===== config.mk =====
export PLATFORM = sky130hd
export DESIGN_NAME = axi_sim_ctrl
export DESIGN_NICKNAME = d
export VERILOG_FILES = /design/src/rtl/axi_sim_ctrl.sv
export SDC_FILE = /design/constraint.sdc
export NUM_CORES = 1
export LEC_CHECK = 0
export ABC_CLOCK_PERIOD_IN_PS = 3700
export CAP_MARGIN = 40
export CORE_UTILIZATION = 30
export DETAILED_ROUTE_END_ITERATION = 8
export HOLD_SLACK_MARGIN = 0.08
export SETUP_SLACK_MARGIN = 0.1
export SLEW_MARGIN = 10
export SYNTH_ARGS = -nofsm -noshare
export SYNTH_HDL_FRONTEND = slang
export SYNTH_SLANG_ARGS = --single-unit

===== constraint.sdc =====
create_clock -name ACLK -period 3.7 [get_ports ACLK]
set_input_delay 0.555 -clock ACLK [delete_from_list [all_inputs] [get_ports ACLK]]
set_output_delay 0.555 -clock ACLK [all_outputs]
set_load 0.005 [all_outputs]

===== src/rtl/axi_sim_ctrl.sv =====
// AXI4-Lite simulation control block: test-exit mailbox (TOHOST), a free-running
// 64-bit cycle counter with atomic LO/HI readout, and a byte-maskable scratch register.
module axi_sim_ctrl #(
    parameter logic [31:0] BASE_ADDR = 32'h1000_0000
) (
    input  logic        ACLK,
    input  logic        ARESETn,
    input  logic [31:0] AWADDR,
    input  logic        AWVALID,
    output logic        AWREADY,
    input  logic [31:0] WDATA,
    input  logic [3:0]  WSTRB,
    input  logic        WVALID,
    output logic        WREADY,
    output logic [1:0]  BRESP,
    output logic        BVALID,
    input  logic        BREADY,
    input  logic [31:0] ARADDR,
    input  logic        ARVALID,
    output logic        ARREADY,
    output logic [31:0] RDATA,
    output logic [1:0]  RRESP,
    output logic        RVALID,
    input  logic        RREADY,
    output logic        done,
    output logic        pass,
    output logic [30:0] exit_code
);

    localparam logic [1:0] RESP_OKAY   = 2'b00;
    localparam logic [1:0] RESP_SLVERR = 2'b10;

    typedef enum logic [1:0] {
        REG_TOHOST   = 2'd0,
        REG_CYCLE_LO = 2'd1,
        REG_CYCLE_HI = 2'd2,
        REG_SCRATCH  = 2'd3
    } reg_sel_t;

    typedef enum logic { W_IDLE, W_RESP } w_state_t;
    typedef enum logic { R_IDLE, R_RESP } r_state_t;

    w_state_t    w_state;
    r_state_t    r_state;
    logic        aw_held;
    logic        w_held;
    logic [31:2] aw_addr_q;
    logic [31:0] w_data_q;
    logic [3:0]  w_strb_q;

    logic [63:0] counter;
    logic [31:0] shadow;
    logic [31:0] scratch;

    // Byte-lane bits of the addresses are never decoded.
    logic unused_addr_bits;
    assign unused_addr_bits = ^{AWADDR[1:0], ARADDR[1:0]};

    logic        aw_fire;
    logic        w_fire;
    logic        ar_fire;
    logic [31:2] wr_addr;
    logic [31:0] wr_data;
    logic [3:0]  wr_strb;
    logic        wr_commit;
    reg_sel_t    wr_sel;
    logic [1:0]  wr_resp;
    logic        wr_ok;
    logic        finish;
    logic        scratch_we;
    reg_sel_t    rd_sel;
    logic        rd_in_win;
    logic [31:0] rd_data_nxt;
    logic [1:0]  rd_resp_nxt;

    // NOTE: every signal gets a default at the top of the block so no path leaves it
    // unassigned; that is what keeps this combinational logic free of latches.
    always_comb begin
        aw_fire     = AWVALID && AWREADY;
        w_fire      = WVALID && WREADY;
        ar_fire     = ARVALID && ARREADY;

        // A channel captured earlier wins over the live bus value.
        wr_addr     = aw_held ? aw_addr_q : AWADDR[31:2];
        wr_data     = w_held  ? w_data_q  : WDATA;
        wr_strb     = w_held  ? w_strb_q  : WSTRB;
        wr_commit   = (w_state == W_IDLE) && (aw_held || aw_fire) && (w_held || w_fire);
        wr_sel      = reg_sel_t'(wr_addr[3:2]);
        wr_resp     = RESP_OKAY;

        if (wr_addr[31:4] != BASE_ADDR[31:4]) begin
            wr_resp = RESP_SLVERR;
        end else begin
            case (wr_sel)
                REG_CYCLE_LO, REG_CYCLE_HI: wr_resp = RESP_SLVERR;
                REG_TOHOST:   if (wr_strb != 4'hF) wr_resp = RESP_SLVERR;
                default:      wr_resp = RESP_OKAY;
            endcase
        end

        wr_ok       = wr_commit && (wr_resp == RESP_OKAY);
        finish      = wr_ok && (wr_sel == REG_TOHOST) && wr_data[0] && !done;
        scratch_we  = wr_ok && (wr_sel == REG_SCRATCH);

        rd_sel      = reg_sel_t'(ARADDR[3:2]);
        rd_in_win   = (ARADDR[31:4] == BASE_ADDR[31:4]);
        rd_data_nxt = 32'd0;
        rd_resp_nxt = RESP_OKAY;
        if (!rd_in_win) begin
            rd_resp_nxt = RESP_SLVERR;
        end else begin
            case (rd_sel)
                REG_CYCLE_LO: rd_data_nxt = counter[31:0];
                REG_CYCLE_HI: rd_data_nxt = shadow;
                REG_SCRATCH:  rd_data_nxt = scratch;
                default:      rd_data_nxt = 32'd0;
            endcase
        end
    end

    // NOTE: state registers are updated with non-blocking assignments so every
    // always_ff samples the pre-edge values of the others, independent of block order.
    always_ff @(posedge ACLK or negedge ARESETn) begin
        if (!ARESETn) begin
            w_state   <= W_IDLE;
            aw_held   <= 1'b0;
            w_held    <= 1'b0;
            aw_addr_q <= '0;
            w_data_q  <= '0;
            w_strb_q  <= '0;
            AWREADY   <= 1'b0;
            WREADY    <= 1'b0;
            BVALID    <= 1'b0;
            BRESP     <= RESP_OKAY;
        end else begin
            case (w_state)
                W_IDLE: begin
                    if (wr_commit) begin
                        w_state <= W_RESP;
                        aw_held <= 1'b1;
                        w_held  <= 1'b1;
                        AWREADY <= 1'b0;
                        WREADY  <= 1'b0;
                        BVALID  <= 1'b1;
                        BRESP   <= wr_resp;
                    end else begin
                        if (aw_fire) begin
                            aw_held   <= 1'b1;
                            aw_addr_q <= AWADDR[31:2];
                        end
                        if (w_fire) begin
                            w_held   <= 1'b1;
                            w_data_q <= WDATA;
                            w_strb_q <= WSTRB;
                        end
                        AWREADY <= !(aw_held || aw_fire);
                        WREADY  <= !(w_held || w_fire);
                    end
                end
                W_RESP: begin
                    if (BREADY) begin
                        w_state <= W_IDLE;
                        aw_held <= 1'b0;
                        w_held  <= 1'b0;
                        AWREADY <= 1'b1;
                        WREADY  <= 1'b1;
                        BVALID  <= 1'b0;
                    end
                end
                default: w_state <= W_IDLE;
            endcase
        end
    end

    always_ff @(posedge ACLK or negedge ARESETn) begin
        if (!ARESETn) begin
            r_state <= R_IDLE;
            ARREADY <= 1'b0;
            RVALID  <= 1'b0;
            RDATA   <= '0;
            RRESP   <= RESP_OKAY;
        end else begin
            case (r_state)
                R_IDLE: begin
                    if (ar_fire) begin
                        r_state <= R_RESP;
                        ARREADY <= 1'b0;
                        RVALID  <= 1'b1;
                        RDATA   <= rd_data_nxt;
                        RRESP   <= rd_resp_nxt;
                    end else begin
                        ARREADY <= 1'b1;
                    end
                end
                R_RESP: begin
                    if (RREADY) begin
                        r_state <= R_IDLE;
                        ARREADY <= 1'b1;
                        RVALID  <= 1'b0;
                    end
                end
                default: r_state <= R_IDLE;
            endcase
        end
    end

    always_ff @(posedge ACLK or negedge ARESETn) begin
        if (!ARESETn) begin
            done      <= 1'b0;
            pass      <= 1'b0;
            exit_code <= '0;
            counter   <= '0;
            shadow    <= '0;
            scratch   <= '0;
        end else begin
            if (!done) counter <= counter + 64'd1;

            if (finish) begin
                done      <= 1'b1;
                exit_code <= wr_data[31:1];
                pass      <= (wr_data[31:1] == 31'd0);
            end

            for (int b = 0; b < 4; b++) begin
                if (scratch_we && wr_strb[b]) scratch[8*b +: 8] <= wr_data[8*b +: 8];
            end

            // Capturing the upper half on the LO read makes a LO-then-HI pair atomic.
            if (ar_fire && rd_in_win && (rd_sel == REG_CYCLE_LO)) shadow <= counter[63:32];
        end
    end

endmodule


==> flow_metrics.py, run 1 <==
metrics = {
    "timing": {
        "max-slew-margin-rel": 0.384,
        "finalWorstSetupSlack_ps": 845,
        "min_period_ps": 2850,
        "fin_crit_sh": 0.772,
        "tns_ps": 0,
        "hold_ws_ps": 35.8,
        "rsz0062_at_grt": "false",
        "fmax_mhz": 350,
        "worst_pin_slew_ps": 924,
        "setup_viol": 0,
        "fin_skew_ps": 8.72,
        "slew_viol_final": 0,
        "hold_viol_final": 0,
    },
    "cts": {
        "cts-root-buf": "clkbuf_16",
        "numCtsBuffers": 30,
        "holdBufCountCts": 0,
        "cts-resized-gates": 0,
        "cts-htree-levels": 1,
        "clk_latency_ps": 560,
        "clock_sinks": 270,
        "clkTransAtPathRegs_ps": 60,
        "post_cts_buffers": 0,
        "clk_path_buf_depth": 3,
        "cts_tree": "yes",
    },
    "grt": {
        "grt_pass1_wl_um": 49100,
        "grt.overflow.total": 0,
        "grt_max_degree": 111,
        "grt_usage": 0.149,
        "grt_pass1_vias": 8508,
        "grt_antenna_before_repair": 1,
    },
    "hold_path": {
        "hold_class": "in2async",
    },
    "setup_path": {
        "cp.required_ps": 4140,
        "rr_startpoint": "aw_held",
        "reg2reg_slack_ps": 850,
        "timing.rr.end": "exit_code[0]",
        "cp.arrival_ps": 3300,
        "cp-end-kind": "flop",
        "worstSetupPathType": "reg2reg",
        "rr_worst_depth": 7,
        "critPathLaunchType": "flop",
        "crit_start": "aw_held",
        "path_max_fanout": 33,
    },
    "job": {
        "drv_cap": 0,
    },
    "placement": {
        "gp_congestion": 0.791,
        "dp_slack_ps": 400,
        "place_hpwl_um": 22400,
        "post_dp_cell_area_um2": 14700,
        "portBuffers": 174,
    },
    "drt": {
        "routed_wl_um": 30900,
        "drc": 0,
        "drtPass1Iterations": 5,
        "wl_per_cell_um": 18.4,
        "viasPerCell": 4.85,
        "vias": 8158,
        "drt_iter0_drc": 408,
        "detail-route-antenna-nets": 0,
    },
    "final_layout": {
        "final_cell_mix": "dfrtp_1, mux2_2, clkdlybuf4s50_1, nand2_1, xnor2_1",
        "areaGrowthSynthToFinish_pct": 26.8,
        "layout_commonest_cell": "dfrtp_1",
        "finalInstanceArea_um2": 15600,
        "drive_gt1_frac": 0.271,
        "fin_nets": 1246,
    },
    "pwr": {
        "ir_drop_v": 0.000299,
        "clkPwrFrac": 0.337,
        "switching_share": 0.286,
        "p_switching_uw": 2350,
        "pwr-share-seq": 0.456,
        "cellLeakagePower_uw": 0.00659,
        "pwr_density_cell_nw_per_um2": 526,
        "p_int_uw": 5870,
        "fin_total_pwr_uw": 8220,
        "p_comb_frac": 0.208,
    },
    "yosys": {
        "synth-warning-count": 0,
        "ys_seq_area_frac": 0.549,
        "synthesis.area_um2": 12300,
        "synth_flop_cell": "dfrtp_1",
        "synth.distinct_cells": 49,
        "syn_inst": 951,
        "async_flop_share": 1.00,
        "yosys_register_bits": 270,
        "syn_avg_cell_area_um2": 13.0,
        "synth_edf_count": 0,
    },
    "outcome": {
        "run_status": "finished, final reports clean",
    },
    "floorplanning": {
        "ioPinCount": 181,
        "fp.dieW_um": 205,
        "design.core.area_um2": 40100,
        "die_area_um2": 41900,
        "rows": 73,
        "die_height_um": 205,
        "start_util": 0.307,
    },
}
-- per-layer routing --
layer	track usage	up-vias	share of wire	wire length, µm
li1	-	3829	-	-
met5	0	-	0	0
met2	0.240	133	0.47	14600
met3	0.0237	40	0.041	1260
met1	0.206	4156	0.47	14500
met4	0.0437	0	0.019	588
-- cells in the mapped netlist (all sizes together) (5+ instances only) --
library cell  instances  area [µm²]
nor3                 14        92.6
nand2                58         218
or4                   7        56.3
nand2b                8        50.1
o21ai                36         180
xnor2                53         464
clkbuf               30         113
a2111oi               6         153
dfrtp               270        6760
inv                  14        52.6
mux2i                 5        50.1
nor4                 34         219
a22oi                32         240
nand3                28         140
xor2                 10        87.6
a21oi                 6        30.0
buf                  18         120
mux2                228        2670
nor2                 24        90.1
nand4                35         234
-- critical path, stage by stage (launching register included) --
cell and delay, ps:
dfrtp_1 520, mux2i_1 300, ha_1 290, a2111oi_2 350
nor3_4 170, a2111oi_4 400, buf_12 320, mux2_2 370
-- sequential cells by signal (all words and copies together), names as in the netlist --
register   cells
aw_addr_q     30
ARREADY        1
shadow        32
BRESP          1
w_strb_q       4
AWREADY        1
RRESP          1
pass           1
exit_code     31
counter       64
RVALID         1
w_held         1
done           1
RDATA         32
scratch       32
WREADY         1
BVALID         1
w_data_q      32
r_state        1
aw_held        1
w_state        1
-- stage by stage --
step | cells | utilization
floorplan | 952 | -
detailed placement | 1628 | 0.367
CTS | 1680 | 0.390
global route | 1681 | 0.390
global placement | 1627 | 0.367
finish | 1681 | 0.390
-- kinds of logic (layout without fill, tap and decap cells) --
kind of cell    count (synthesis)  in the layout  share of synthesized area
mux                           233            233                      0.221
xor+xnor                       63             63                     0.0448
other cells                     1              3                   0.000304
buf+inv                        62            265                     0.0232
flops                         270            270                      0.549
simple gates                  231            231                      0.105
fa+ha+maj                       4              4                    0.00406
compound gates                 87             87                     0.0535
-- power groups by stage --
stage	sequential (µW)	clock (µW)	combinational [µW]
final	3750	2770	1710
after global routing	3810	2970	1860
after CTS	3740	2860	1730
after detailed placement	3790	0	1720
after global placement	3770	0	1690
after floorplan	3670	0	1210
-- final cells by class --
| cell class | instances | area [µm²] |
|---|---|---|
| multi-input combinational | 620 | 5290 |
| inverter | 14 | 52.6 |
| sequential | 270 | 6760 |
| tap | 525 | 657 |
| clock inverter | 11 | 65.1 |
| clock buffer | 41 | 833 |
| timing repair buffer | 199 | 1970 |
| antenna | 1 | 2.50 |
| fill | 3822 | 24500 |
-- worst max-delay path by stage --
stage                          endpoint  slack (ps)
after floorplan           exit_code[10]        1060
after detailed placement    scratch[29]         400
after global placement      scratch[26]         380
final                      exit_code[0]         850
after global routing       exit_code[0]         570
after CTS                 exit_code[30]         820
Note: power is estimated with default switching activity, not from simulation.
==> inputs of run 2 (changes only) <==
ABC_CLOCK_PERIOD_IN_PS = 2670   (was 3700)
clock period = 2.67 ns   (was 3.7 ns; I/O delays follow)
==> run 2 against run 1 <==
Effect of this change: worst hold slack better by 330 ps; setup slack worse by 760 ps; die area unchanged; highest routed layer unchanged; critical path depth up 1; clock power up 59%; combinational power up 50%; clock skew up 12 ps.
==> flow_metrics.py, run 2 (same netlist as run 1, synthesis figures left out) <==
metrics = {
    "floorplanning": {
        "die_height_um": 205,
        "die_area_um2": 41900,
        "rows": 73,
        "fp.dieW_um": 205,
        "start_util": 0.307,
        "ioPinCount": 181,
        "design.core.area_um2": 40100,
    },
    "placement": {
        "gp_congestion": 0.777,
        "post_dp_cell_area_um2": 15000,
        "place_hpwl_um": 22600,
        "placedCellCount": 1650,
        "portBuffers": 174,
    },
    "setup_path": {
        "rr_worst_depth": 8,
        "path_max_fanout": 8,
        "cp.arrival_ps": 3010,
        "critPathLaunchType": "flop",
        "crit_top_cell": "a2111oi_4",
        "cp-end-kind": "flop",
        "cp_slowest_cell": "dfrtp_2",
        "path_depth": 8,
        "cp_slowest_stage_delay_ps": 450,
        "cp_num_buf_inv": 2,
        "worstSetupPathType": "reg2reg",
        "crit_chain": "mux2i_2 > ha_1 > a2111oi_4 > nor3_4 > a2111oi_4 > buf_6 > clkbuf_16 > mux2_4",
        "crit_family": "compound AO/OA/AOI/OAI gates",
        "cp.required_ps": 3090,
    },
    "drt": {
        "detail-route-antenna-nets": 0,
        "vias": 8319,
        "drtPass1Iterations": 5,
        "wl_per_cell_um": 18.7,
        "viasPerCell": 4.86,
        "drt_iter0_drc": 453,
        "routed_wl_um": 32100,
        "drc": 0,
    },
    "timing": {
        "hold_viol_final": 0,
        "min_period_ps": 2590,
        "fin_crit_sh": 0.969,
        "worst_pin_slew_ps": 593,
        "fin_skew_ps": 20.8,
        "hold_ws_ps": 364,
        "setup_viol": 0,
        "slew_viol_final": 0,
        "max-slew-margin-rel": 0.601,
        "fmax_mhz": 387,
        "rsz0062_at_grt": "true",
        "tns_ps": 0,
    },
    "grt": {
        "grt_antenna_before_repair": 1,
        "grt_usage": 0.149,
        "grt_max_degree": 87,
        "grt_pass1_wl_um": 48900,
        "grt_pass1_vias": 8438,
        "grt.overflow.total": 0,
    },
    "cts": {
        "clkTransAtPathRegs_ps": 60,
        "numCtsBuffers": 31,
        "cts-root-buf": "clkbuf_16",
        "clk_latency_ps": 560,
        "clk_path_buf_depth": 3,
        "cts-htree-levels": 1,
        "cts_tree": "yes",
        "clock_sinks": 270,
    },
    "pwr": {
        "pwr_density_cell_nw_per_um2": 748,
        "cellLeakagePower_uw": 0.00689,
        "pwr-share-seq": 0.428,
        "p_switching_uw": 3330,
        "p_int_uw": 8870,
        "clkPwrFrac": 0.362,
        "ir_drop_v": 0.000387,
        "switching_share": 0.273,
        "p_comb_frac": 0.210,
    },
    "final_layout": {
        "layout_commonest_cell": "dfrtp_1",
        "top_register": "counter",
        "finalInstanceArea_um2": 16300,
        "final_cells": 1713,
        "fin_nets": 1277,
        "areaGrowthSynthToFinish_pct": 32.4,
        "final_cell_mix": "dfrtp_1, mux2_2, clkdlybuf4s50_1, nand2_1, xnor2_1",
        "drive_gt1_frac": 0.298,
        "fin_util": 0.407,
        "largest_register_ffs": 64,
    },
    "job": {
        "drv_cap": 0,
    },
    "hold_path": {
        "hold_class": "in2async",
    },
    "outcome": {
        "run_status": "finished, final reports clean",
    },
}
==> run 2: power by group through the flow <==
stage | Sequential [µW] | Combinational (µW) | Clock, µW
finish | 5220 | 2560 | 4410
global route | 5310 | 2770 | 4690
CTS | 5210 | 2550 | 4500
detailed placement | 5260 | 2480 | 0
global placement | 5240 | 2440 | 0
floorplan | 5090 | 1670 | 0
==> run 2: final timing paths <==
path / start / to / slack [ps]
setup / recovery: aw_held / exit_code[4] / 80
hold / removal: ARESETn / shadow[6] / 360
setup reg to reg: aw_held / exit_code[4] / 80
hold reg to reg: counter[63] / counter[63] / 470
max in group asynchronous: ARESETn / counter[26] / 1490
min in group ACLK: counter[63] / counter[63] / 470
==> run 2: through the flow <==
stage | total power, µW | worst slack (ps)
floorplan | 6760 | 146
global placement | 7680 | -453
detailed placement | 7740 | -417
CTS | 12300 | 66.5
global route | 12800 | 5.83
finish | 12200 | 83.8
==> run 2: worst register-to-register path: stages, from the launching register on <==
cell	delay, ps
dfrtp_2	450
mux2i_2	270
ha_1	300
a2111oi_4	250
nor3_4	110
a2111oi_4	400
buf_6	200
clkbuf_16	190
mux2_4	310
==> run 2: what timing repair did <==
item | 4_1_cts | 5_1_grt
pin swaps | 4 | 8
gates cloned | 1 | 3
gates resized for setup | 8 | 31
hold buffers | 1 | 0
setup endpoints to repair | 63 | 63
buffers inserted | 2 | 1
endpoints found under the hold margin | 46 | 0
==> run 2: final cells by class <==
type	count	area [µm²]
Multi-Input combinational cell	620	5420
Timing Repair Buffer	229	2360
Clock inverter	9	170
Fill cell	3708	23800
Inverter	14	52.6
Sequential cell	270	6760
Antenna cell	1	2.50
Tap cell	525	657
Clock buffer	45	888
==> run 2: per-layer routing <==
layer	part of all wire	track usage	up-vias
met2	0.48	0.241	157
li1	-	-	3899
met5	0	0	-
met1	0.46	0.209	4228
met4	0.016	0.0362	0
met3	0.039	0.0194	35
